## config.mk

```make
export PLATFORM = sky130hd
export DESIGN_NAME = frame_write_sequencer
export DESIGN_NICKNAME = d
export VERILOG_FILES = /design/src/rtl/fb_pkg.sv /design/src/rtl/frame_addr_gen.sv /design/src/rtl/frame_write_sequencer.sv
export SDC_FILE = /design/constraint.sdc
export NUM_CORES = 1
export LEC_CHECK = 0
export CAP_MARGIN = 20
export CORE_ASPECT_RATIO = 1.5
export CORE_UTILIZATION = 50
export DETAILED_ROUTE_END_ITERATION = 8
export PLACE_DENSITY = 0.81
export SLEW_MARGIN = 20
export SYNTH_ARGS = -nofsm -noshare
export SYNTH_HDL_FRONTEND = slang
export SYNTH_SLANG_ARGS = --single-unit
```

## constraint.sdc

```tcl
create_clock -name clk -period 2.66 [get_ports clk]
set_input_delay 0.532 -clock clk [delete_from_list [all_inputs] [get_ports clk]]
set_output_delay 0.532 -clock clk [all_outputs]
set_load 0.02 [all_outputs]
```

## src/rtl/fb_pkg.sv

```systemverilog
// Shared types and constants for the frame-buffer write path: buffer ids,
// error flag positions, sequencer states and simulation log levels.
package fb_pkg;

    typedef logic [1:0] buffer_id_t;

    localparam int         NUM_BUFFERS       = 3;
    localparam buffer_id_t BUFFER_ID_INVALID = 2'd3;

    localparam int ERR_WIDTH       = 4;
    localparam int ERR_OVERRUN     = 0;
    localparam int ERR_SHORT_FRAME = 1;
    localparam int ERR_EXTRA_LINE  = 2;
    localparam int ERR_BAD_ID      = 3;

    typedef enum logic [2:0] {
        SEQ_IDLE,
        SEQ_REQ,
        SEQ_REL,
        SEQ_WAIT_LINE,
        SEQ_ISSUE,
        SEQ_FIN
    } seq_state_t;

    typedef enum int {
        SVL_VERBOSE_NONE,
        SVL_VERBOSE_ERROR,
        SVL_VERBOSE_WARN,
        SVL_VERBOSE_INFO,
        SVL_VERBOSE_DEBUG
    } log_level_t;

endpackage

```

## src/rtl/frame_addr_gen.sv

```systemverilog
// Address accumulator for frame writes: selects the buffer base, advances one
// burst per accepted command and counts bursts within a line and lines in a frame.
module frame_addr_gen
    import fb_pkg::*;
#(
    parameter int ADDR_WIDTH     = 21,
    parameter int WORDS_PER_LINE = 640,
    parameter int FRAME_HEIGHT   = 480,
    parameter int BURST_WORDS    = 32,
    parameter int BASE_ADDR      = 0
) (
    input  logic                  clk,
    input  logic                  reset_n,
    input  logic                  load,
    input  logic                  step,
    input  buffer_id_t            buffer_id,
    output logic [ADDR_WIDTH-1:0] addr,
    output logic                  last_burst,
    output logic                  last_line
);

    localparam int BURSTS_PER_LINE = WORDS_PER_LINE / BURST_WORDS;
    localparam int BURST_CNT_W     = (BURSTS_PER_LINE > 1) ? $clog2(BURSTS_PER_LINE) : 1;
    localparam int LINE_CNT_W      = $clog2(FRAME_HEIGHT + 1);

    // Buffer bases are built by repeated constant adds, so no multiplier exists.
    localparam logic [ADDR_WIDTH-1:0] FRAME_WORDS_A = ADDR_WIDTH'(WORDS_PER_LINE * FRAME_HEIGHT);
    localparam logic [ADDR_WIDTH-1:0] BASE0         = ADDR_WIDTH'(BASE_ADDR);
    localparam logic [ADDR_WIDTH-1:0] BASE1         = BASE0 + FRAME_WORDS_A;
    localparam logic [ADDR_WIDTH-1:0] BASE2         = BASE1 + FRAME_WORDS_A;
    localparam logic [ADDR_WIDTH-1:0] BURST_STEP    = ADDR_WIDTH'(BURST_WORDS);

    logic [ADDR_WIDTH-1:0]  acc_q;
    logic [ADDR_WIDTH-1:0]  base_sel;
    logic [BURST_CNT_W-1:0] burst_cnt_q;
    logic [LINE_CNT_W-1:0]  line_cnt_q;

    // NOTE: every variable assigned in always_comb gets a default first, so no latch is inferred.
    always_comb begin
        base_sel = BASE0;
        case (buffer_id)
            2'd1:    base_sel = BASE1;
            2'd2:    base_sel = BASE2;
            default: base_sel = BASE0;
        endcase
    end

    // NOTE: sequential state uses non-blocking assignments only; reset is synchronous, sampled at the edge.
    always_ff @(posedge clk) begin
        if (!reset_n) begin
            acc_q       <= '0;
            burst_cnt_q <= '0;
            line_cnt_q  <= '0;
        end else if (load) begin
            acc_q       <= base_sel;
            burst_cnt_q <= '0;
            line_cnt_q  <= '0;
        end else if (step) begin
            acc_q <= acc_q + BURST_STEP;
            if (last_burst) begin
                burst_cnt_q <= '0;
                line_cnt_q  <= line_cnt_q + LINE_CNT_W'(1);
            end else begin
                burst_cnt_q <= burst_cnt_q + BURST_CNT_W'(1);
            end
        end
    end

    assign addr       = acc_q;
    assign last_burst = (burst_cnt_q == BURST_CNT_W'(BURSTS_PER_LINE - 1));
    assign last_line  = (line_cnt_q == LINE_CNT_W'(FRAME_HEIGHT));

endmodule

```

## src/rtl/frame_write_sequencer.sv

```systemverilog
// Write-side client of the triple-buffer controller: acquires a buffer per frame,
// turns each ready line into SDRAM burst-write commands and finalizes the buffer.
module frame_write_sequencer
    import fb_pkg::*;
#(
    parameter int         ADDR_WIDTH     = 21,
    parameter int         WORDS_PER_LINE = 640,
    parameter int         FRAME_HEIGHT   = 480,
    parameter int         BURST_WORDS    = 32,
    parameter int         BASE_ADDR      = 0,
    parameter log_level_t LOG_LEVEL      = SVL_VERBOSE_INFO
) (
    input  logic                  clk,
    input  logic                  reset_n,
    input  logic                  frame_start,
    input  logic                  line_ready,
    input  logic                  frame_end,
    output logic                  line_release,
    output logic                  write_rq_rdy,
    output logic                  finalize_wr,
    input  logic                  buffer_id_valid,
    input  buffer_id_t            buffer_id,
    output logic                  cmd_valid,
    input  logic                  cmd_ready,
    output logic [ADDR_WIDTH-1:0] cmd_addr,
    output logic [7:0]            cmd_len,
    output logic                  frame_done,
    output logic [ERR_WIDTH-1:0]  err_flags
);

    localparam longint FRAME_WORDS_L = longint'(WORDS_PER_LINE) * longint'(FRAME_HEIGHT);
    localparam bit PARAMS_OK =
        (BURST_WORDS > 0) && (BURST_WORDS <= 256) && (FRAME_HEIGHT > 0) &&
        (WORDS_PER_LINE >= BURST_WORDS) &&
        ((WORDS_PER_LINE % ((BURST_WORDS > 0) ? BURST_WORDS : 1)) == 0) &&
        (longint'(BASE_ADDR) + longint'(NUM_BUFFERS) * FRAME_WORDS_L <= (longint'(1) << ADDR_WIDTH));

    if (!PARAMS_OK) begin : g_param_check
        $fatal(1, "frame_write_sequencer: illegal parameter set");
    end

    seq_state_t             state_q, state_d;
    buffer_id_t             id_q;
    logic                   end_pend_q;
    logic [ERR_WIDTH-1:0]   err_q;
    logic                   line_release_q;
    logic                   frame_done_q;
    logic                   cmd_accept;
    logic                   addr_load;
    logic [ADDR_WIDTH-1:0]  acc_addr;
    logic                   last_burst;
    logic                   last_line;

    frame_addr_gen #(
        .ADDR_WIDTH     (ADDR_WIDTH),
        .WORDS_PER_LINE (WORDS_PER_LINE),
        .FRAME_HEIGHT   (FRAME_HEIGHT),
        .BURST_WORDS    (BURST_WORDS),
        .BASE_ADDR      (BASE_ADDR)
    ) u_addr_gen (
        .clk        (clk),
        .reset_n    (reset_n),
        .load       (addr_load),
        .step       (cmd_accept),
        .buffer_id  (id_q),
        .addr       (acc_addr),
        .last_burst (last_burst),
        .last_line  (last_line)
    );

    always_ff @(posedge clk) begin
        if (!reset_n) state_q <= SEQ_IDLE;
        else          state_q <= state_d;
    end

    always_comb begin
        state_d = state_q;
        case (state_q)
            SEQ_IDLE:      if (frame_start) state_d = SEQ_REQ;
            SEQ_REQ:       if (buffer_id_valid) state_d = SEQ_REL;
            SEQ_REL:
                if (!buffer_id_valid)
                    state_d = (id_q == BUFFER_ID_INVALID) ? SEQ_FIN : SEQ_WAIT_LINE;
            // A frame end, fresh or deferred from ISSUE, beats any line_ready.
            SEQ_WAIT_LINE:
                if (frame_end || end_pend_q)      state_d = SEQ_FIN;
                else if (line_ready && !last_line) state_d = SEQ_ISSUE;
            SEQ_ISSUE:     if (cmd_accept && last_burst) state_d = SEQ_WAIT_LINE;
            SEQ_FIN:       state_d = SEQ_IDLE;
            default:       state_d = SEQ_IDLE;
        endcase
    end

    always_comb begin
        write_rq_rdy = (state_q == SEQ_REQ);
        cmd_valid    = (state_q == SEQ_ISSUE);
        finalize_wr  = (state_q == SEQ_FIN);
        cmd_addr     = cmd_valid ? acc_addr : '0;
        cmd_len      = cmd_valid ? 8'(BURST_WORDS - 1) : '0;
        cmd_accept   = cmd_valid && cmd_ready;
        addr_load    = (state_q == SEQ_REL) && !buffer_id_valid && (id_q != BUFFER_ID_INVALID);
    end

    always_ff @(posedge clk) begin
        if (!reset_n) begin
            id_q           <= '0;
            end_pend_q     <= 1'b0;
            err_q          <= '0;
            line_release_q <= 1'b0;
            frame_done_q   <= 1'b0;
        end else begin
            line_release_q <= cmd_accept && last_burst;
            frame_done_q   <= (state_q == SEQ_FIN);

            if (state_q == SEQ_REQ && buffer_id_valid) begin
                id_q <= buffer_id;
                if (buffer_id == BUFFER_ID_INVALID) err_q[ERR_BAD_ID] <= 1'b1;
            end

            // The line in flight always completes; late events are flagged or deferred.
            if (state_q == SEQ_ISSUE) begin
                if (frame_end)  end_pend_q         <= 1'b1;
                if (line_ready) err_q[ERR_OVERRUN] <= 1'b1;
            end

            if (state_q == SEQ_WAIT_LINE) begin
                if (frame_end || end_pend_q) begin
                    if (!last_line) err_q[ERR_SHORT_FRAME] <= 1'b1;
                end else if (line_ready && last_line) begin
                    err_q[ERR_EXTRA_LINE] <= 1'b1;
                end
            end

            if (state_q == SEQ_FIN) end_pend_q <= 1'b0;
        end
    end

    assign line_release = line_release_q;
    assign frame_done   = frame_done_q;
    assign err_flags    = err_q;

    // The line counter can never sit at FRAME_HEIGHT while a command is pending.
    always @(posedge clk) begin
        if (LOG_LEVEL >= SVL_VERBOSE_WARN && reset_n && cmd_valid) begin
            assert (!last_line);
        end
    end

endmodule

```

; Word level (Yosys, flattened, before mapping)
; Index checks and enable logic that the tools add are counted.
[op_classes]
eq_ne = 17
n_reduce_logical = 21
bitwise_logic = 3
addsub = 3
mux = 14
[op_table]
columns = operator, count
row1 = $mux W21, 3
row2 = $pmux W20 S2, 1
row3 = $add A21 B6 Y21 const B, 1
row4 = $mux W3, 7
row5 = $pmux W3 S5, 1
row6 = $mux W5, 2
row7 = $add A9 B1 Y9 const B, 1
row8 = $eq A9 B9 Y1 const B, 1
row9 = $reduce_and A2 Y1, 4
row10 = $logic_and A1 B1 Y1, 7
row11 = $eq A2 B2 Y1 const B, 3
row12 = $eq A3 B2 Y1 const B, 2
row13 = $eq A3 B3 Y1 const B, 2
row14 = $ne A2 B2 Y1 const B, 3
row15 = $reduce_and A3 Y1, 2
row16 = $add A5 B1 Y5 const B, 1
row17 = $eq A5 B5 Y1 const B, 1
row18 = $reduce_and A5 Y1, 1
row19 = $ne A2 B1 Y1 const B, 2
row20 = $reduce_or A2 Y1, 2
row21 = $eq A3 B1 Y1 const B, 1
row22 = $logic_not A3 Y1, 1
row23 = $ne A3 B3 Y1 const B, 1
row24 = $not A1 Y1, 3
row25 = 4 further kinds, 5
[word_totals]
ff_bits = 47
word_cells = 70
inputBits = 9
out_inout_bits = 38

; Longest topological paths before layout
; Gate-level depths: netlist (run 1).
[depth]
ltp_word = 6
depth_mapped = 7
ltp_nobuf = 7

; By module
; From an unflattened synthesis (run 1), not the netlist that was laid out.
[unflattened]
hier_cells = 278
hier_area_um2 = 2309.7
[modules_own_cells]
columns = mod, n_inst, area_each_um2, cells_per_inst, seq_area_each_um2
row1 = frame_addr_gen, 1, 1473.9, 172, 600.6
row2 = frame_write_sequencer, 1, 835.8, 106, 240.2

; Worst setup path before layout (run 1)
; Ideal clock, no wire load.
[synth_path]
kind = flip-flop to output port
start = register state_q[1]
end = output cmd_len[0]
n_path_buf = 2
setup_slack_ns = 0.640
t_required_ns = 2.128
t_arrival_ns = 1.488
stages_incl_launch_ff = 5
cell_sequence = dfxtp_1 > buf_2 > nor2b_1 > nor2b_1 > buf_4
[synth_between]
elab_chain_len = 2
[synth_lines]
columns = item, line
row1 = "start, declared", frame_write_sequencer.sv:42  ; seq_state_t state_q, state_d;
row2 = "start signal, assigned", frame_write_sequencer.sv:73  ; else state_q <= state_d;
row3 = $eq A3 B3 Y1, frame_write_sequencer.sv:96  ; cmd_valid = (state_q == SEQ_ISSUE);
row4 = via cmd_valid, frame_write_sequencer.sv:23  ; output logic cmd_valid,
row5 = $mux W5, frame_write_sequencer.sv:99  ; cmd_len = cmd_valid ? 8'(BURST_WORDS - 1) : '0;
row6 = "end, declared", frame_write_sequencer.sv:26  ; output logic [7:0] cmd_len,
; The timed path passes the listed nets, and every way through them passes these cells.

; Worst setup path after layout (run 1)
[layout_path]
start = register state_q[2]
end = output cmd_len[3]
[layout_between]
elab_chain_len = 2
[layout_lines]
columns = item, line
row1 = $eq A3 B3 Y1, frame_write_sequencer.sv:96
row2 = $mux W5, frame_write_sequencer.sv:99
; Every way passes these cells.

==> report_table.html, run 1 <==
<table>
<tr><th>Metric</th><th>Value</th></tr>
<tr><th colspan="2">Cells and area</th></tr>
<tr><td>Post-route cell area</td><td>2730 um2</td></tr>
<tr><td>Diode count</td><td>0</td></tr>
<tr><td>Highest-count cells in the layout ignoring fill and taps</td><td>dfxtp_1 (42), clkdlybuf4s50_1 (38), nor2_1 (28)</td></tr>
<tr><td>Share of cells above drive strength 1</td><td>0.0508</td></tr>
<tr><td>Most common cell after layout, fill and taps aside</td><td>dfxtp_1</td></tr>
<tr><td>Fill cell instance count of the final layout</td><td>362</td></tr>
<tr><td>Net count of the finished layout</td><td>331</td></tr>
<tr><td>Final core utilization</td><td>0.638</td></tr>
<tr><td>Area growth syn-to-layout</td><td>20.3%</td></tr>
<tr><th colspan="2">Synthesis</th></tr>
<tr><td>Number of enable flip-flop cells after synthesis</td><td>0</td></tr>
<tr><td>Cell area after technology mapping</td><td>2270 um2</td></tr>
<tr><td>Fraction of synthesis flops using an asynchronous set or reset pin</td><td>0</td></tr>
<tr><td>Proportion of synthesized chip area in sequential cells</td><td>0.370</td></tr>
<tr><td>Total of flip-flops plus latches after synthesis</td><td>42</td></tr>
<tr><td>Ys flop type</td><td>dfxtp_1</td></tr>
<tr><td>Post-Syn Area per Cell</td><td>8.14 um2</td></tr>
<tr><td>Synth warnings</td><td>0</td></tr>
<tr><td>Number of library cell types mapped by synthesis</td><td>39</td></tr>
<tr><td>Mapped Cells</td><td>279</td></tr>
<tr><th colspan="2">Critical path</th></tr>
<tr><td>Setup CP Type</td><td>register to output port</td></tr>
<tr><td>Data arrival, critical path</td><td>1900 ps</td></tr>
<tr><td>Endpoint class of the critical path</td><td>output port</td></tr>
<tr><td>R2R setup slack</td><td>640 ps</td></tr>
<tr><td>Maximum net fanout on the critical path</td><td>10</td></tr>
<tr><td>Most common cell type on the critical path</td><td>nor2b_1</td></tr>
<tr><td>Worst endpoint required time</td><td>2130 ps</td></tr>
<tr><td>Critical Path Start Type</td><td>register</td></tr>
<tr><td>Critical-path cell list</td><td>nor2b_1 -&gt; nor2b_1 -&gt; buf_4 -&gt; clkdlybuf4s50_1</td></tr>
<tr><td>Slowest stage cell on the critical path</td><td>clkdlybuf4s50_1</td></tr>
<tr><td>Largest stage delay on the critical path</td><td>610 ps</td></tr>
<tr><th colspan="2">Floorplanning</th></tr>
<tr><td>Placeable core region</td><td>4280 um2</td></tr>
<tr><td>Horizontal extent of the die</td><td>57.0 um</td></tr>
<tr><td>Count of standard-cell rows</td><td>29</td></tr>
<tr><td>Die ar.</td><td>4820 um2</td></tr>
<tr><td>Height of the die</td><td>84.5 um</td></tr>
<tr><td>I/O pin total</td><td>47</td></tr>
<tr><td>Starting density of the core</td><td>0.530</td></tr>
<tr><th colspan="2">STA</th></tr>
<tr><td>Period utilization</td><td>0.914</td></tr>
<tr><td>Final Hold Violating Endpoints</td><td>0</td></tr>
<tr><td>RSZ-0062 raised after global routing</td><td>no</td></tr>
<tr><td>Period minus WS final</td><td>2430 ps</td></tr>
<tr><td>Highest attainable clock frequency</td><td>0.411 GHz</td></tr>
<tr><td>Final number of max-transition violations</td><td>0</td></tr>
<tr><td>Final count of negative-setup-slack endpoints</td><td>0</td></tr>
<tr><td>Actual transition at the worst max-transition pin</td><td>621 ps</td></tr>
<tr><td>Headroom to the max-slew limit</td><td>0.582</td></tr>
<tr><td>Worst Clk Skew</td><td>5.15 ps</td></tr>
<tr><td>Setup_tns</td><td>0 ps</td></tr>
<tr><th colspan="2">Global route</th></tr>
<tr><td>Number of antenna violations at the first check in global routing</td><td>0</td></tr>
<tr><td>Overall global routing resource usage</td><td>0.205</td></tr>
<tr><td>Maximum number of pins on one net before global-route repair</td><td>20</td></tr>
<tr><td>Vias in the first global route</td><td>1804</td></tr>
<tr><td>Remaining global-route overflow</td><td>0</td></tr>
<tr><td>First-pass GRT wire length</td><td>7820 um</td></tr>
<tr><th colspan="2">Pwr</th></tr>
<tr><td>IR Drop Worst-Case VDD</td><td>0.383 mV</td></tr>
<tr><td>Power density cells</td><td>536 nW/um2</td></tr>
<tr><td>Leakage</td><td>0.00104 uW</td></tr>
<tr><th colspan="2">Clock network</th></tr>
<tr><td>CTS tree</td><td>built</td></tr>
<tr><td>Post-cts repair resize count</td><td>0</td></tr>
<tr><td>Library cell used as clock root buffer</td><td>clkbuf_8</td></tr>
<tr><td>Setup Fix Bufs, Post-CTS</td><td>0</td></tr>
<tr><td>Post-CTS Hold Buffers</td><td>0</td></tr>
<tr><td>Number of H-tree levels</td><td>2</td></tr>
<tr><td>Sink Count</td><td>42</td></tr>
<tr><td>Clock-pin transition on the worst setup and hold timing paths</td><td>70 ps</td></tr>
<tr><td>Clock insertion delay at the later pin of the skew report</td><td>290 ps</td></tr>
<tr><td>Number of buffers added by the clock tree synthesis step</td><td>5</td></tr>
<tr><td>Clock buffer depth</td><td>2</td></tr>
<tr><th colspan="2">Routing</th></tr>
<tr><td>Post-route DRC</td><td>10</td></tr>
<tr><td>Iter 0 DRT Violations</td><td>67</td></tr>
<tr><td>Total wire length</td><td>4670 um</td></tr>
<tr><td>Antenna Violating Nets Remaining</td><td>0</td></tr>
<tr><td>Post-DR vias/cell</td><td>5.48</td></tr>
<tr><td>First-pass detailed-route iteration total</td><td>7</td></tr>
<tr><td>Vias</td><td>1980</td></tr>
<tr><td>Average wire length per cell after detail routing</td><td>12.9 um</td></tr>
<tr><th colspan="2">Worst hold path</th></tr>
<tr><td>Path category of the worst min-delay check</td><td>register to register</td></tr>
<tr><th colspan="2">Placement</th></tr>
<tr><td>Placement-stage cell area</td><td>2660 um2</td></tr>
<tr><td>Routability cong.</td><td>0.829</td></tr>
<tr><td>PortBufs</td><td>38</td></tr>
<tr><td>Detailed-placement wirelength estimate</td><td>3530 um</td></tr>
<tr><th colspan="2">Status</th></tr>
<tr><td>Violations in the final reports</td><td>design-rule violations</td></tr>
<tr><td>Outcome</td><td>finished, violations left</td></tr>
<tr><th colspan="2">Run</th></tr>
<tr><td>Reported max-cap violation count</td><td>0</td></tr>
</table>
[power breakdown]
| group | internal (uW) | total, uW | switching [uW] |
|---|---|---|---|
| clock | 181 | 380 | 199 |
| combinational | 153 | 361 | 209 |
| sequential | 666 | 724 | 58.2 |
[synthesized netlist by cell type, types with 3 or more instances]
| master | count | share of area |
|---|---|---|
| dfxtp_1 | 42 | 0.37 |
| nor2_1 | 28 | 0.046 |
| nand2_1 | 21 | 0.035 |
| and3_1 | 19 | 0.052 |
| a21oi_1 | 18 | 0.040 |
| xnor2_1 | 15 | 0.058 |
| nor3_1 | 14 | 0.031 |
| buf_4 | 13 | 0.043 |
| nor2b_1 | 11 | 0.030 |
| inv_1 | 10 | 0.017 |
| nand3_1 | 9 | 0.020 |
| o21ai_0 | 9 | 0.020 |
| clkbuf_1 | 8 | 0.013 |
| ha_1 | 7 | 0.039 |
| xor2_1 | 6 | 0.023 |
| nand4_1 | 5 | 0.014 |
| and2_1 | 4 | 0.011 |
| buf_2 | 4 | 0.0088 |
| nor3b_1 | 4 | 0.013 |
| or3_1 | 4 | 0.011 |
| and4_1 | 3 | 0.012 |
| mux2i_1 | 3 | 0.013 |
| nor4_1 | 3 | 0.0083 |
[layout make-up]
| class | count | area, um2 | share of cell area |
|---|---|---|---|
| Inverter | 10 | 37.5 | 0.0137 |
| Sequential cell | 42 | 841 | 0.308 |
| Timing Repair Buffer | 47 | 448 | 0.164 |
| Multi-Input combinational cell | 209 | 1270 | 0.465 |
| Tap cell | 46 | 57.6 | 0.0211 |
| Clock buffer | 7 | 76.3 | 0.0279 |
[flip-flops by register name, indices dropped and copies added (netlist names)]
name / cells
err_flags: 4
line_release: 1
u_addr_gen.addr: 16
end_pend_q: 1
id_q: 2
frame_done: 1
u_addr_gen.burst_cnt_q: 5
u_addr_gen.line_cnt_q: 9
state_q: 3
[worst max-delay path: cells and delay by family (launching register included)]
kind,cells,cell delay (ps)
DFF,1,480
and+or+nand+nor,2,360
buffers and inverters,2,770
[final timing paths]
path / startpoint / end / depth (start not counted)
min: err_flags[2]$_SDFFE_PN0P_ / err_flags[2]$_SDFFE_PN0P_ / 1
max reg2reg: state_q[2]$_SDFFE_PN0P_ / u_addr_gen.addr[6]$_SDFFE_PN0P_ / 6
max: state_q[2]$_SDFFE_PN0P_ / cmd_len[3] / 4
min reg2reg: err_flags[2]$_SDFFE_PN0P_ / err_flags[2]$_SDFFE_PN0P_ / 1
[kinds of logic (layout without fill, tap and decap cells)]
logic type,count (synthesis),in the layout,share of synthesized area
AND/OR/NAND/NOR,133,133,0.321
flip-flops,42,42,0.370
AO/OA/AOI/OAI,37,37,0.0931
buffers and inverters,35,64,0.0815
XOR/XNOR,21,21,0.0810
adder cells (fa/ha/maj),7,7,0.0386
multiplexers,3,3,0.0132
other,1,8,0.00165
[through the flow]
| step | setup WS (ps) | instances | total power, uW | hold slack (ps) |
|---|---|---|---|---|
| 5_1_grt | 122 | 361 | 1550 | 496 |
| 2_1_floorplan | 640 | 286 | 985 | 454 |
| 3_5_place_dp | 266 | 354 | 1100 | 469 |
| 4_1_cts | 202 | 361 | 1480 | 486 |
| 3_3_place_gp | 306 | 354 | 1090 | 464 |
| 6_report | 229 | 361 | 1470 | 476 |
[layer usage]
layer / global-route usage / up-vias / share of wire
li1: - / 1013 / -
met1: 0.229 / 907 / 0.42
met2: 0.375 / 53 / 0.53
met3: 0.0416 / 7 / 0.041
met4: 0.0732 / 0 / 0.013
met5: 0 / - / 0
Note: power is estimated with default switching activity, not from simulation.
==> run 2, diff against run 1 <==
--- a/config.mk
+++ b/config.mk
@@ -7,9 +7,10 @@
 export LEC_CHECK = 0
 export CAP_MARGIN = 20
 export CORE_ASPECT_RATIO = 1.5
-export CORE_UTILIZATION = 50
+export CORE_UTILIZATION = 40
 export DETAILED_ROUTE_END_ITERATION = 8
-export PLACE_DENSITY = 0.81
+export PLACE_DENSITY = 0.68
+export SETUP_SLACK_MARGIN = 0.3
 export SLEW_MARGIN = 20
 export SYNTH_ARGS = -nofsm -noshare
 export SYNTH_HDL_FRONTEND = slang
==> run 2 against run 1 <==
Against the previous run: the flow now finishes without violations; global-route usage decreased by 2.8 points; count of clock-buffer cells in the layout unchanged; first-iteration DRC count increased by 49%; sequential share of layout area decreased by 0.85 points; worst hold slack got worse by 2.9 ps; power increased by 2.9%; sequential power decreased by 1%; clock power increased by 8.4%; largest power group unchanged; non-clock buffer count increased by 1; sequential cell count unchanged; clock skew decreased by 1.7 ps.
==> report_table.html, run 2 (synthesized netlist as in run 1, its figures left out) <==
<table>
<tr><th>Metric</th><th>Value</th></tr>
<tr><th colspan="2">Floorplanning</th></tr>
<tr><td>Horizontal extent of the die</td><td>63.5 um</td></tr>
<tr><td>I/O pin total</td><td>47</td></tr>
<tr><td>Starting density of the core</td><td>0.417</td></tr>
<tr><td>Die ar.</td><td>5990 um2</td></tr>
<tr><td>Placeable core region</td><td>5450 um2</td></tr>
<tr><td>Height of the die</td><td>94.3 um</td></tr>
<tr><td>Count of standard-cell rows</td><td>33</td></tr>
<tr><th colspan="2">Global route</th></tr>
<tr><td>Overall global routing resource usage</td><td>0.177</td></tr>
<tr><td>Remaining global-route overflow</td><td>0</td></tr>
<tr><td>First-pass GRT wire length</td><td>8410 um</td></tr>
<tr><td>Number of antenna violations at the first check in global routing</td><td>0</td></tr>
<tr><td>Vias in the first global route</td><td>1870</td></tr>
<tr><td>Maximum number of pins on one net before global-route repair</td><td>27</td></tr>
<tr><th colspan="2">Critical path</th></tr>
<tr><td>Critical Path Start Type</td><td>register</td></tr>
<tr><td>Maximum net fanout on the critical path</td><td>17</td></tr>
<tr><td>Setup CP Type</td><td>register to output port</td></tr>
<tr><td>Worst endpoint required time</td><td>2130 ps</td></tr>
<tr><td>Data arrival, critical path</td><td>1710 ps</td></tr>
<tr><td>Largest stage delay on the critical path</td><td>590 ps</td></tr>
<tr><td>Critical-path cell list</td><td>nor2_1 -&gt; buf_4 -&gt; and3_1 -&gt; clkdlybuf4s50_1</td></tr>
<tr><td>Startpoint of the most critical setup path</td><td>state_q[0]$_SDFFE_PN0P_</td></tr>
<tr><td>WP buf/inv</td><td>2</td></tr>
<tr><td>Beginning of the worst register-to-register path</td><td>id_q[0]$_SDFFE_PN0P_</td></tr>
<tr><td>Slowest stage cell on the critical path</td><td>clkdlybuf4s50_1</td></tr>
<tr><td>Endpoint class of the critical path</td><td>output port</td></tr>
<tr><td>Top Family by Delay on Critical Path</td><td>buffers and inverters</td></tr>
<tr><th colspan="2">Cells and area</th></tr>
<tr><td>Area growth syn-to-layout</td><td>23.9%</td></tr>
<tr><td>Most common cell after layout, fill and taps aside</td><td>dfxtp_1</td></tr>
<tr><td>Net count of the finished layout</td><td>332</td></tr>
<tr><td>Diode count</td><td>0</td></tr>
<tr><td>Share of cells above drive strength 1</td><td>0.0662</td></tr>
<tr><td>Max reg flops</td><td>16</td></tr>
<tr><td>Highest-count cells in the layout ignoring fill and taps</td><td>dfxtp_1 (41), clkdlybuf4s50_1 (30), nor2_1 (28)</td></tr>
<tr><td>Number of non-filler instances in the completed layout</td><td>387</td></tr>
<tr><th colspan="2">Worst hold path</th></tr>
<tr><td>Path category of the worst min-delay check</td><td>register to register</td></tr>
<tr><td>Startpoint of the most critical hold path</td><td>err_flags[2]$_SDFFE_PN0P_</td></tr>
<tr><th colspan="2">STA</th></tr>
<tr><td>Final count of negative-setup-slack endpoints</td><td>0</td></tr>
<tr><td>Final Hold Violating Endpoints</td><td>0</td></tr>
<tr><td>Headroom to the max-slew limit</td><td>0.598</td></tr>
<tr><td>Final number of max-transition violations</td><td>0</td></tr>
<tr><td>Period utilization</td><td>0.844</td></tr>
<tr><td>Period minus WS final</td><td>2240 ps</td></tr>
<tr><td>Actual transition at the worst max-transition pin</td><td>598 ps</td></tr>
<tr><td>RSZ-0062 raised after global routing</td><td>yes</td></tr>
<tr><td>Worst Clk Skew</td><td>3.41 ps</td></tr>
<tr><td>Highest attainable clock frequency</td><td>0.446 GHz</td></tr>
<tr><td>Setup_tns</td><td>0 ps</td></tr>
<tr><th colspan="2">Clock network</th></tr>
<tr><td>Library cell used as clock root buffer</td><td>clkbuf_8</td></tr>
<tr><td>Clock-pin transition on the worst setup and hold timing paths</td><td>70 ps</td></tr>
<tr><td>Setup Fix Bufs, Post-CTS</td><td>0</td></tr>
<tr><td>Clock insertion delay at the later pin of the skew report</td><td>280 ps</td></tr>
<tr><td>CTS tree</td><td>built</td></tr>
<tr><td>Number of buffers added by the clock tree synthesis step</td><td>5</td></tr>
<tr><td>Clock buffer depth</td><td>2</td></tr>
<tr><td>Number of H-tree levels</td><td>2</td></tr>
<tr><td>Sink Count</td><td>42</td></tr>
<tr><th colspan="2">Routing</th></tr>
<tr><td>Post-DR vias/cell</td><td>5.08</td></tr>
<tr><td>First-pass detailed-route iteration total</td><td>4</td></tr>
<tr><td>Iter 0 DRT Violations</td><td>100</td></tr>
<tr><td>Total wire length</td><td>4710 um</td></tr>
<tr><td>Vias</td><td>1967</td></tr>
<tr><td>Antenna Violating Nets Remaining</td><td>0</td></tr>
<tr><td>Post-route DRC</td><td>0</td></tr>
<tr><td>Average wire length per cell after detail routing</td><td>12.2 um</td></tr>
<tr><th colspan="2">Pwr</th></tr>
<tr><td>Power density cells</td><td>536 nW/um2</td></tr>
<tr><td>Leakage</td><td>0.00120 uW</td></tr>
<tr><td>IR Drop Worst-Case VDD</td><td>0.443 mV</td></tr>
<tr><th colspan="2">Placement</th></tr>
<tr><td>Routability cong.</td><td>0.777</td></tr>
<tr><td>Post-placement cell count</td><td>379</td></tr>
<tr><td>Detailed-placement wirelength estimate</td><td>3470 um</td></tr>
<tr><td>PortBufs</td><td>38</td></tr>
<tr><th colspan="2">Run</th></tr>
<tr><td>Reported max-cap violation count</td><td>0</td></tr>
<tr><th colspan="2">Status</th></tr>
<tr><td>Outcome</td><td>finished, final reports clean</td></tr>
</table>
==> run 2: cell types whose count changed in the layout (fill, tap and decap cells not counted) <==
cell             previous run  this run
clkdlybuf4s50_1            38        30
dlymetal6s2s_1              0         8
buf_4                       9        10
clkbuf_1                    2         1
clkbuf_8                    5         6
clkinv_2                    0         1
dfxtp_1                    42        41
dfxtp_2                     0         1
nor2b_1                    11        10
nor2b_4                     0         1
==> run 2: layer usage <==
metal  GRT usage  share of wire  wire length, um  vias to the layer above
met2       0.331           0.54             2530                       43
li1            -              -                -                     1014
met3      0.0364          0.031              148                        4
met5           0              0                0                        -
met1       0.193           0.42             1980                      906
met4      0.0644          0.010               49                        0
==> run 2: worst paths after layout <==
kind,endpoint,slack [ps],depth (start not counted)
worst max-delay path,cmd_addr[20],420,4
worst max register to register,u_addr_gen.addr[8]$_SDFFE_PN0P_,760,5
worst min-delay path,err_flags[2]$_SDFFE_PN0P_,470,1
worst min register to register,err_flags[2]$_SDFFE_PN0P_,470,1
==> run 2: metrics by stage <==
stage / instance area (um2) / hold WS (ps) / util / power [uW] / setup WS (ps)
2_1_floorplan: 2300 / 454 / - / 985 / 640
3_3_place_gp: 2690 / 457 / 0.494 / 1110 / 299
3_5_place_dp: 2690 / 459 / 0.494 / 1110 / 263
4_1_cts: 2790 / 481 / 0.511 / 1530 / 270
5_1_grt: 2810 / 507 / 0.516 / 1610 / 292
6_report: 2810 / 474 / 0.516 / 1510 / 416
==> run 2: cell type report <==
type / count / area (um2)
Timing Repair Buffer: 48 / 475
Clock buffer: 7 / 86.3
Fill cell: 535 / 2640
Sequential cell: 42 / 842
Clock inverter: 1 / 5.00
Inverter: 10 / 37.5
Tap cell: 70 / 87.6
Multi-Input combinational cell: 209 / 1280
==> run 2: timing repair <==
| item | in CTS | in global routing |
|---|---|---|
| hold buffers | 0 | 0 |
| resized for setup | 2 | 9 |
| endpoints found under the setup margin | 7 | 14 |
| gates cloned | 0 | 0 |
==> run 2: worst register-to-register path, stage by stage (launching register included) <==
cell and delay (ps):
dfxtp_1 340, ha_1 240, or4b_1 470, a21o_1 290, or3_1 350, a21oi_1 150
==> run 2: power by group <==
group	total (uW)	internal (uW)	switching (uW)
Clock	412	209	202
Combinational	380	159	221
Sequential	716	667	49.0
